==> src/rtl/gpr_wb_arbiter.sv <==
// gpr_wb_arbiter: shares the single GPR write port between two writeback
// requesters and tracks pending destinations to produce a hazard stall.
module gpr_wb_arbiter #(
  parameter bit FIXED_PRIO = 1'b0
) (
  input  logic        clk,
  input  logic        rst,
  input  logic        req0_valid,
  output logic        req0_ready,
  input  logic [4:0]  req0_reg,
  input  logic [31:0] req0_data,
  input  logic        req1_valid,
  output logic        req1_ready,
  input  logic [4:0]  req1_reg,
  input  logic [31:0] req1_data,
  input  logic        iss_valid,
  input  logic [4:0]  iss_reg,
  input  logic [4:0]  reg1,
  input  logic [4:0]  reg2,
  output logic        stall,
  output logic        GPRWr,
  output logic [4:0]  write_reg,
  output logic [31:0] write_data
);

  logic        last_grant;
  logic [31:0] pend;
  logic        pick0;
  logic        pick1;
  logic        xfer;
  logic [4:0]  sel_reg;
  logic [31:0] sel_data;
  logic        hz1;
  logic        hz2;
  logic        hz_iss;
  logic [31:0] set_mask;
  logic [31:0] clr_mask;

  // Grant: req0 wins when alone, under fixed priority, or when req1 went last.
  always_comb begin
    pick0 = req0_valid &
            (~req1_valid | (FIXED_PRIO != 1'b0) | last_grant);
    pick1 = req1_valid & ~pick0;
    req0_ready = ~rst & pick0;
    req1_ready = ~rst & pick1;
    xfer = req0_ready | req1_ready;
    sel_reg  = pick1 ? req1_reg  : req0_reg;
    sel_data = pick1 ? req1_data : req0_data;
  end

  // Hazard detect against pending destinations; register 0 never stalls.
  always_comb begin
    hz1    = (reg1 != 5'd0) & pend[reg1];
    hz2    = (reg2 != 5'd0) & pend[reg2];
    hz_iss = iss_valid & (iss_reg != 5'd0) & pend[iss_reg];
    stall  = hz1 | hz2 | hz_iss;
  end

  // Scoreboard update masks: issue sets, committed write clears.
  always_comb begin
    set_mask = 32'd0;
    clr_mask = 32'd0;
    if (iss_valid & ~stall & (iss_reg != 5'd0) & ~rst)
      set_mask[iss_reg] = 1'b1;
    if (GPRWr)
      clr_mask[write_reg] = 1'b1;
  end

  // Registered write port, grant history and pending bits.
  always_ff @(posedge clk) begin
    if (rst) begin
      GPRWr      <= 1'b0;
      write_reg  <= 5'd0;
      write_data <= 32'd0;
      last_grant <= 1'b1;
      pend       <= 32'd0;
    end else begin
      pend  <= (pend & ~clr_mask) | set_mask;
      GPRWr <= xfer & (sel_reg != 5'd0);
      if (xfer) begin
        last_grant <= pick1;
        write_reg  <= sel_reg;
        write_data <= sel_data;
      end
    end
  end

endmodule
==> config.mk <==
export PLATFORM = sky130hd
export DESIGN_NAME = gpr_wb_arbiter
export DESIGN_NICKNAME = d
export VERILOG_FILES = /design/src/rtl/gpr_wb_arbiter.sv
export SDC_FILE = /design/constraint.sdc
export NUM_CORES = 1
export LEC_CHECK = 0
export ABC_AREA = 1
export BUFFER_PORTS_ARGS = -buffer_cell sky130_fd_sc_hd__buf_2
export CORE_ASPECT_RATIO = 0.8
export CORE_UTILIZATION = 35
export DETAILED_ROUTE_END_ITERATION = 8
export GPL_TIMING_DRIVEN = 0
export HOLD_SLACK_MARGIN = 0.06
export PLACE_DENSITY = 0.56
export RECOVER_POWER = 25
export SLEW_MARGIN = 30
export SYNTH_ARGS = -nofsm -noshare
export SYNTH_HDL_FRONTEND = slang
export SYNTH_SLANG_ARGS = --single-unit
==> constraint.sdc <==
create_clock -name clk -period 2.1 [get_ports clk]
set_input_delay 0.315 -clock clk [delete_from_list [all_inputs] [get_ports clk]]
set_output_delay 0.315 -clock clk [all_outputs]
set_load 0.01 [all_outputs]
After elaboration in Yosys (flattened, before gate mapping)
Index checks and enable logic that the tools add are counted.

storage, ports and cells
  output and inout bits = 41
  input port bits = 94
  bits in registers = 71

operators by class
  mux-type cells = 14
  reduce and logical (&&, ||, !) cells = 6
  magnitude comparators = 6
  bitwise logic cells = 23

operator list
  kind                                                                count
  2-to-1 mux 32 bit                                                   3
  bitwise AND 32 bit                                                  1
  NOT 32 bit                                                          1
  OR 32 bit                                                           1
  less-than comparator 5 x 6 -> 1 bit (second input constant)         4
  nonzero test 5 bit                                                  4
  binary-select mux 1 bit (select 5 bit)                              3
  bitwise AND 1 bit                                                   12
  demux 1 bit (select 5 bit)                                          2
  greater-or-equal comparator 5 x 1 -> 1 bit (second input constant)  2
  2-to-1 mux 1 bit                                                    5
  2-to-1 mux 5 bit                                                    1
  NOT 1 bit                                                           4
  OR 1 bit                                                            4
  logical AND 1 bit                                                   2

Longest topological paths before layout
Gate-level depths: netlist (run 1).

  depth in word-level cells = 11
  gate-level depth with buffers = 15
  gate-level depth less buffers = 13

Worst setup path after synthesis (run 1)
No wires, ideal clock.

  path kind = input to output
  start point = input port reg2[0]
  end point = output port stall
  setup slack = 0.362 ns
  stages on the path = 13
  arrival = 1.423 ns
  required time = 1.785 ns
  path through = clkbuf_2 -> inv_2 -> buf_6 -> nand2_1 -> nand3_1 -> nand3_1 -> nand3_1 -> nand2_1 -> nand2_1 -> nand2_2 -> nor2_4 -> buf_6 -> nand2_1

between the ends
  longest elaborated chain between the ends = 5
  elaborated cells between the ends (all ways) = 6
  classes of those cells = mux: 2; bitwise: 3; reduce/logical: 1

RTL lines
  element                                 RTL line  RTL
  from (decl)                             19        input logic [4:0] reg2,
  binary-select mux 1 bit (select 5 bit)  54        hz2 = (reg2 != 5'd0) & pend[reg2];
  2-to-1 mux 1 bit (not written as such)  54
  bitwise AND 1 bit (*)                   54
  OR 1 bit (*) (2 in series)              56        stall = hz1 | hz2 | hz_iss;
  to (decl)                               20        output logic stall,

Every way passes the cells marked *; elsewhere a longest branch is shown, timed or not. The select of a mux whose other input is x is not followed.

Worst setup path after layout (run 1)
  start point = register pend[1]
  end point = output port stall

between the ends
  longest elaborated chain between the ends = 5
  elaborated cells between the ends (all ways) = 11
  classes of those cells = mux: 6; bitwise: 5

RTL lines
  element                                                           RTL line  RTL
  from (decl)                                                       27        logic [31:0] pend;
  from (signal assigned)                                            78        pend <= (pend & ~clr_mask) | set_mask;
  binary-select mux 1 bit (select 5 bit), on equally long branches  53, 54
  2-to-1 mux 1 bit, on equally long branches                        53, 54
  bitwise AND 1 bit, on equally long branches                       53, 54
  OR 1 bit                                                          56
  OR 1 bit (*)                                                      56

Marked as above.

==> impl_metrics.ini, run 1 <==
[worst_hold_path]
min-delay-start = req0_valid
hold_class = primary input to flop
holdPathEnd = last_grant
hold_path_depth = 2

[routing]
met3_length_um = 1050
routed_wirelength_um = 15400
dr.pass1.iters = 5
vias = 5177
highest_layer = met4
ant_nets = 0
met1_length_um = 7520
viasPerCell = 5.34
dr_wl_met2_um = 6650
wl_per_cell_um = 15.8
drc_errors = 0
drt-initial-drc-count = 417

[floorplan]
initial_core_util = 0.365
io_pins = 135
die_w_um = 126
core_area_um2 = 11700
num_rows = 35
dieArea_um2 = 12700
die_h_um = 101

[synth]
synth-seq-area-share = 0.332
synth.avg_cell_area_um2 = 6.34
ys_warn_count = 0
synth_seq_cells = 71
syn_area_um2 = 4290
syn-num-nets = 770
synth.distinct_cells = 24
syn_inst = 676

[critical_path]
path_class = flop to output pin
timing.rr.start = last_grant
crit_slowest_cell = dfxtp_2
crit_fanout = 3
r2r-end = write_data[3]
critPathArrivalTime_ps = 1660
crit_path_start = pend[1]
slowest_delay_ps = 340
cp-end-kind = output pin
rr_worst_depth = 6
crit_required_ps = 1780
ff2ff_setup_slack_ps = 330
crit_chain = inv_4 -> nand2_2 -> nand3_1 -> nand2_2 -> nand2_2 -> nand2_1 -> inv_1 -> nand2_1 -> nand2_1 -> nand2_2 -> nor2_4 -> nand2_1 -> buf_2
start_kind = flop

[clocking]
clkLatencyLatePin_ps = 330
clkSinkCount = 71
cts_root_buf = clkbuf_16
path_clk_slew_ps = 60
cts-buffers-inserted = 9
htree_levels = 3
cts_buffer_depth = 2
cts_tree = built

[sta]
hold_violations = 0
timing.final.crit_share = 0.938
finalSetupViolations = 0
slew_viol_final = 0
period_needed_ps = 1970
worstMarginPinSlew_ps = 486
finClkSkew_ps = 9.55
max_freq_ghz = 0.507
slew-limit-headroom = 0.676
setup_slack_ps = 129

[final_layout]
drive_above_1_share = 0.220
nets = 911
area_growth_pct = 28.2
fin_util = 0.468
n_antenna_cell = 0
nFillCells = 1262
instances_no_fill = 970

[place]
gp_congestion = 0.900
dp.cells = 952
dpl_worst_slack_ps = -7.52
dp_hpwl_um = 11800
portBuffers = 128

[global_routing]
overflow = 0
grt_pass1_vias = 4756
grt_pass1_wl_um = 24300
grt_max_degree = 14
antenna_found_initial = 0
grt_usage = 0.244

[power]
power_mw = 3.98
p_leak_nw = 2.43
ir_worst_vdd_uv = 347
p_per_area_nw_per_um2 = 724

[run_status]
status = completed

[run]
cap_viol_max_count = 0
stage by stage:
step / cell area [um2] / setup TNS (ps) / hold slack (ps)
2_1_floorplan: 4290 / 0 / 444
3_3_place_gp: 5110 / -10.4 / 463
3_5_place_dp: 5110 / -7.52 / 467
4_1_cts: 5470 / 0 / 221
5_1_grt: 5490 / -16.9 / 226
6_report: 5490 / 0 / 230
power breakdown:
group / internal, mW / switching, mW
clock: 1.17 / 0.610
combinational: 0.263 / 0.464
sequential: 1.42 / 0.0481
kinds of logic (layout without fill, tap and decap cells):
| kind of cell | count (synthesis) | count (layout) | share of synthesized area |
|---|---|---|---|
| flip-flops | 71 | 71 | 0.332 |
| AND/OR/NAND/NOR | 347 | 347 | 0.354 |
| multiplexers | 5 | 5 | 0.0117 |
| AO/OA/AOI/OAI | 151 | 151 | 0.188 |
| buffers and inverters | 102 | 248 | 0.115 |
cells in the final DEF, fill, tap and decap left out, drive strengths merged:
cell	instances
mux2i	5
bufinv	3
nor3	9
nor2	53
nand3	61
a31oi	34
inv	60
nand4	36
dfxtp	71
nand3b	2
o21a	1
buf	125
clkbuf	58
nand2	186
o211ai	2
a21oi	44
o21ai	70
clkinv	2
synthesized netlist by cell type (all sizes together):
cell type | instances | area, um2
nor3 | 9 | 45.0
mux2i | 5 | 50.1
nand2 | 186 | 713
nand3b | 2 | 15.0
nand3 | 61 | 305
nor2 | 53 | 214
a31oi | 34 | 213
o21a | 1 | 7.51
nand4 | 36 | 225
o21ai | 70 | 350
a21oi | 44 | 220
o211ai | 2 | 15.0
buf | 22 | 190
inv | 59 | 221
dfxtp | 71 | 1420
clkbuf | 21 | 80.1
cell type report:
| type | count | area (um2) | area share |
|---|---|---|---|
| repair buffers | 132 | 637 | 0.116 |
| clock inverters | 6 | 116 | 0.0212 |
| plain buffers | 41 | 251 | 0.0458 |
| well taps | 148 | 185 | 0.0337 |
| inverters | 59 | 231 | 0.0421 |
| flip-flops and latches | 71 | 1430 | 0.261 |
| multi-input cells | 503 | 2410 | 0.439 |
| clock buffers | 10 | 229 | 0.0417 |
layer usage:
metal,vias up,global-route usage
li1,2569,-
met1,2401,0.353
met2,197,0.374
met3,10,0.0425
met4,0,0.0593
met5,-,0
worst max path at each step:
stage                     endpoint  cells past startpoint
after CTS                    stall                      9
after global placement       stall                     12
after floorplan              stall                     13
after detailed placement     stall                     12
final                        stall                     13
after global routing         stall                     13
worst max-delay path, delay by kind of cell (launching register included):
| kind | cells | cell delay, ps |
|---|---|---|
| DFF | 1 | 340 |
| buffers and inverters | 3 | 240 |
| and+or+nand+nor | 10 | 740 |
repair_timing:
action / in CTS / in global routing
pin swaps: 1 / 4
setup buffers: 2 / 2
hold endpoints to repair: 0 / 0
hold buffers: 0 / 0
setup endpoints to repair: 1 / 1
gates resized for setup: 3 / 34
(Power assumes the default switching activity.)
==> inputs of run 2 (changes only) <==
--- a/config.mk
+++ b/config.mk
@@ -5,7 +5,6 @@
 export SDC_FILE = /design/constraint.sdc
 export NUM_CORES = 1
 export LEC_CHECK = 0
-export ABC_AREA = 1
 export BUFFER_PORTS_ARGS = -buffer_cell sky130_fd_sc_hd__buf_2
 export CORE_ASPECT_RATIO = 0.8
 export CORE_UTILIZATION = 35
==> run 2 against run 1 <==
  * The run now ends with design-rule violations, negative setup slack left
  * Sequential power is essentially flat
  * Sequential cell count is the same
  * Register-to-register slack lost 590 ps
==> impl_metrics.ini, run 2 <==
[run_status]
status = finished, violations left
violations = design-rule violations, negative setup slack

[critical_path]
start_kind = flop
crit_required_ps = 1780
crit_slowest_cell = mux4_2
cp-end-kind = output pin
critPathArrivalTime_ps = 2240
crit_fanout = 4
path_class = flop to output pin
slowest_delay_ps = 470
crit_chain = mux4_2 -> mux2i_1 -> nor3b_1 -> a41oi_1 -> nand3_2 -> buf_6 -> a31o_1 -> buf_2

[final_layout]
n_antenna_cell = 0
nets = 690
area_growth_pct = 35.0
instances_no_fill = 748
drive_above_1_share = 0.370
stdcell_area_um2 = 5730
final_cell_mix = 110 x buf_2, 56 x dfxtp_1, 51 x mux2i_1
final_common_cell = buf_2
fin_util = 0.492

[place]
dp_hpwl_um = 10500
portBuffers = 125
dpl_cell_area_um2 = 5060
dp.cells = 725
gp_congestion = 0.922

[routing]
wl_per_cell_um = 18.9
ant_nets = 0
routed_wirelength_um = 14200
vias = 4247
drt-initial-drc-count = 246
drc_errors = 6
dr.pass1.iters = 7
viasPerCell = 5.68

[synth]
synthArstFlopShare = 0
synth_top_area_cell = dfxtp_1
synth.most_common_cell = dfxtp_1
syn_area_um2 = 4250
synth_edf_count = 0
synth_common_cells = 71 x dfxtp_1, 52 x mux2i_1, 42 x nor2_1
ys.flop_type = dfxtp_1
ys_warn_count = 0
synth.distinct_cells = 48
synth_top_area_frac = 0.335
synth.avg_cell_area_um2 = 9.40
synth_area_leaders = dfxtp_1 33%, mux2i_1 12%, mux4_2 6.9%
synth-seq-area-share = 0.335
syn-num-nets = 546
synth_seq_cells = 71
syn_inst = 452

[global_routing]
grt_usage = 0.224
grt_max_degree = 20
grt_pass1_vias = 4070
grt_pass1_wl_um = 21800
antenna_found_initial = 0
overflow = 0

[clocking]
clkLatencyLatePin_ps = 330
cts_buffer_depth = 2
cts_root_buf = clkbuf_16
htree_levels = 3
path_clk_slew_ps = 60
clkSinkCount = 71
cts_tree = built
cts-buffers-inserted = 9

[floorplan]
io_pins = 135
dieArea_um2 = 12600
core_area_um2 = 11600
initial_core_util = 0.365
die_h_um = 101
num_rows = 35
die_w_um = 125

[power]
p_per_area_nw_per_um2 = 654
p_leak_nw = 2.33
ir_worst_vdd_uv = 432
power_mw = 3.75

[sta]
finalSetupViolations = 32
setup_slack_ps = -453
rsz0062_at_grt = yes
hold_violations = 0
max_freq_ghz = 0.392
period_needed_ps = 2550
timing.final.crit_share = 1.22
slew-limit-headroom = 0.499
worstMarginPinSlew_ps = 749
slew_viol_final = 0
finClkSkew_ps = 9.97

[worst_hold_path]
hold_class = primary input to flop

[run]
cap_viol_max_count = 0
## run 2: area by class of cell
| class | instances | area [um2] |
|---|---|---|
| fillers | 1124 | 5920 |
| well taps | 148 | 185 |
| clock buffers | 11 | 253 |
| clock inverters | 4 | 53.8 |
| flip-flops and latches | 71 | 1440 |
| plain buffers | 40 | 244 |
| inverters | 3 | 11.3 |
| repair buffers | 135 | 689 |
| multi-input cells | 336 | 2850 |
## run 2: layer usage
layer  vias to the layer above  track usage  routed length (um)
met5                         -            0                   0
met2                       161        0.352                6480
met1                      2047        0.308                6490
li1                       2015            -                   -
met3                        24       0.0510                1020
met4                         0       0.0610                 180
## run 2: timing repair
action | in CTS | in global routing
setup buffers | 4 | 6
resized for setup | 20 | 42
hold buffers | 0 | 0
setup endpoints to repair | 32 | 33
pin swaps | 4 | 15
## run 2: through the flow
step / setup TNS (ps) / hold slack, ps / worst slack, ps
finish: -6040 / 262 / -453
global route: -7720 / 263 / -507
CTS: -2990 / 247 / -439
detailed placement: -7620 / 463 / -431
floorplan: -62.6 / 424 / -62.6
global placement: -6990 / 462 / -412
## run 2: cell families after synthesis
family	synth area share
flip-flops	0.335
AND/OR/NAND/NOR	0.191
AO/OA/AOI/OAI	0.203
multiplexers	0.211
buffers and inverters	0.0601
## run 2: worst max-delay path, delay by kind of cell (launching register included)
| family | cells | cell delay (ps) |
|---|---|---|
| buf+inv | 2 | 300 |
| simple gates | 2 | 240 |
| flops | 1 | 360 |
| compound gates | 2 | 370 |
| mux | 2 | 630 |
## run 2: worst paths after layout
kind | start | endpoint | slack (ps) | cells past startpoint
setup / recovery | pend[12] | stall | -450 | 8
hold reg to reg | pend[0] | pend[0] | 470 | 2
setup reg to reg | pend[12] | pend[11] | -260 | 9
hold / removal | req1_data[10] | write_data[10] | 260 | 3
## run 2: power breakdown
part	total (mW)	leakage, nW	internal, mW	switching [mW]
sequential	1.47	0.590	1.42	0.0498
combinational	0.705	1.59	0.296	0.410
clock	1.57	0.144	0.982	0.592
total	3.75	2.33	2.70	1.05
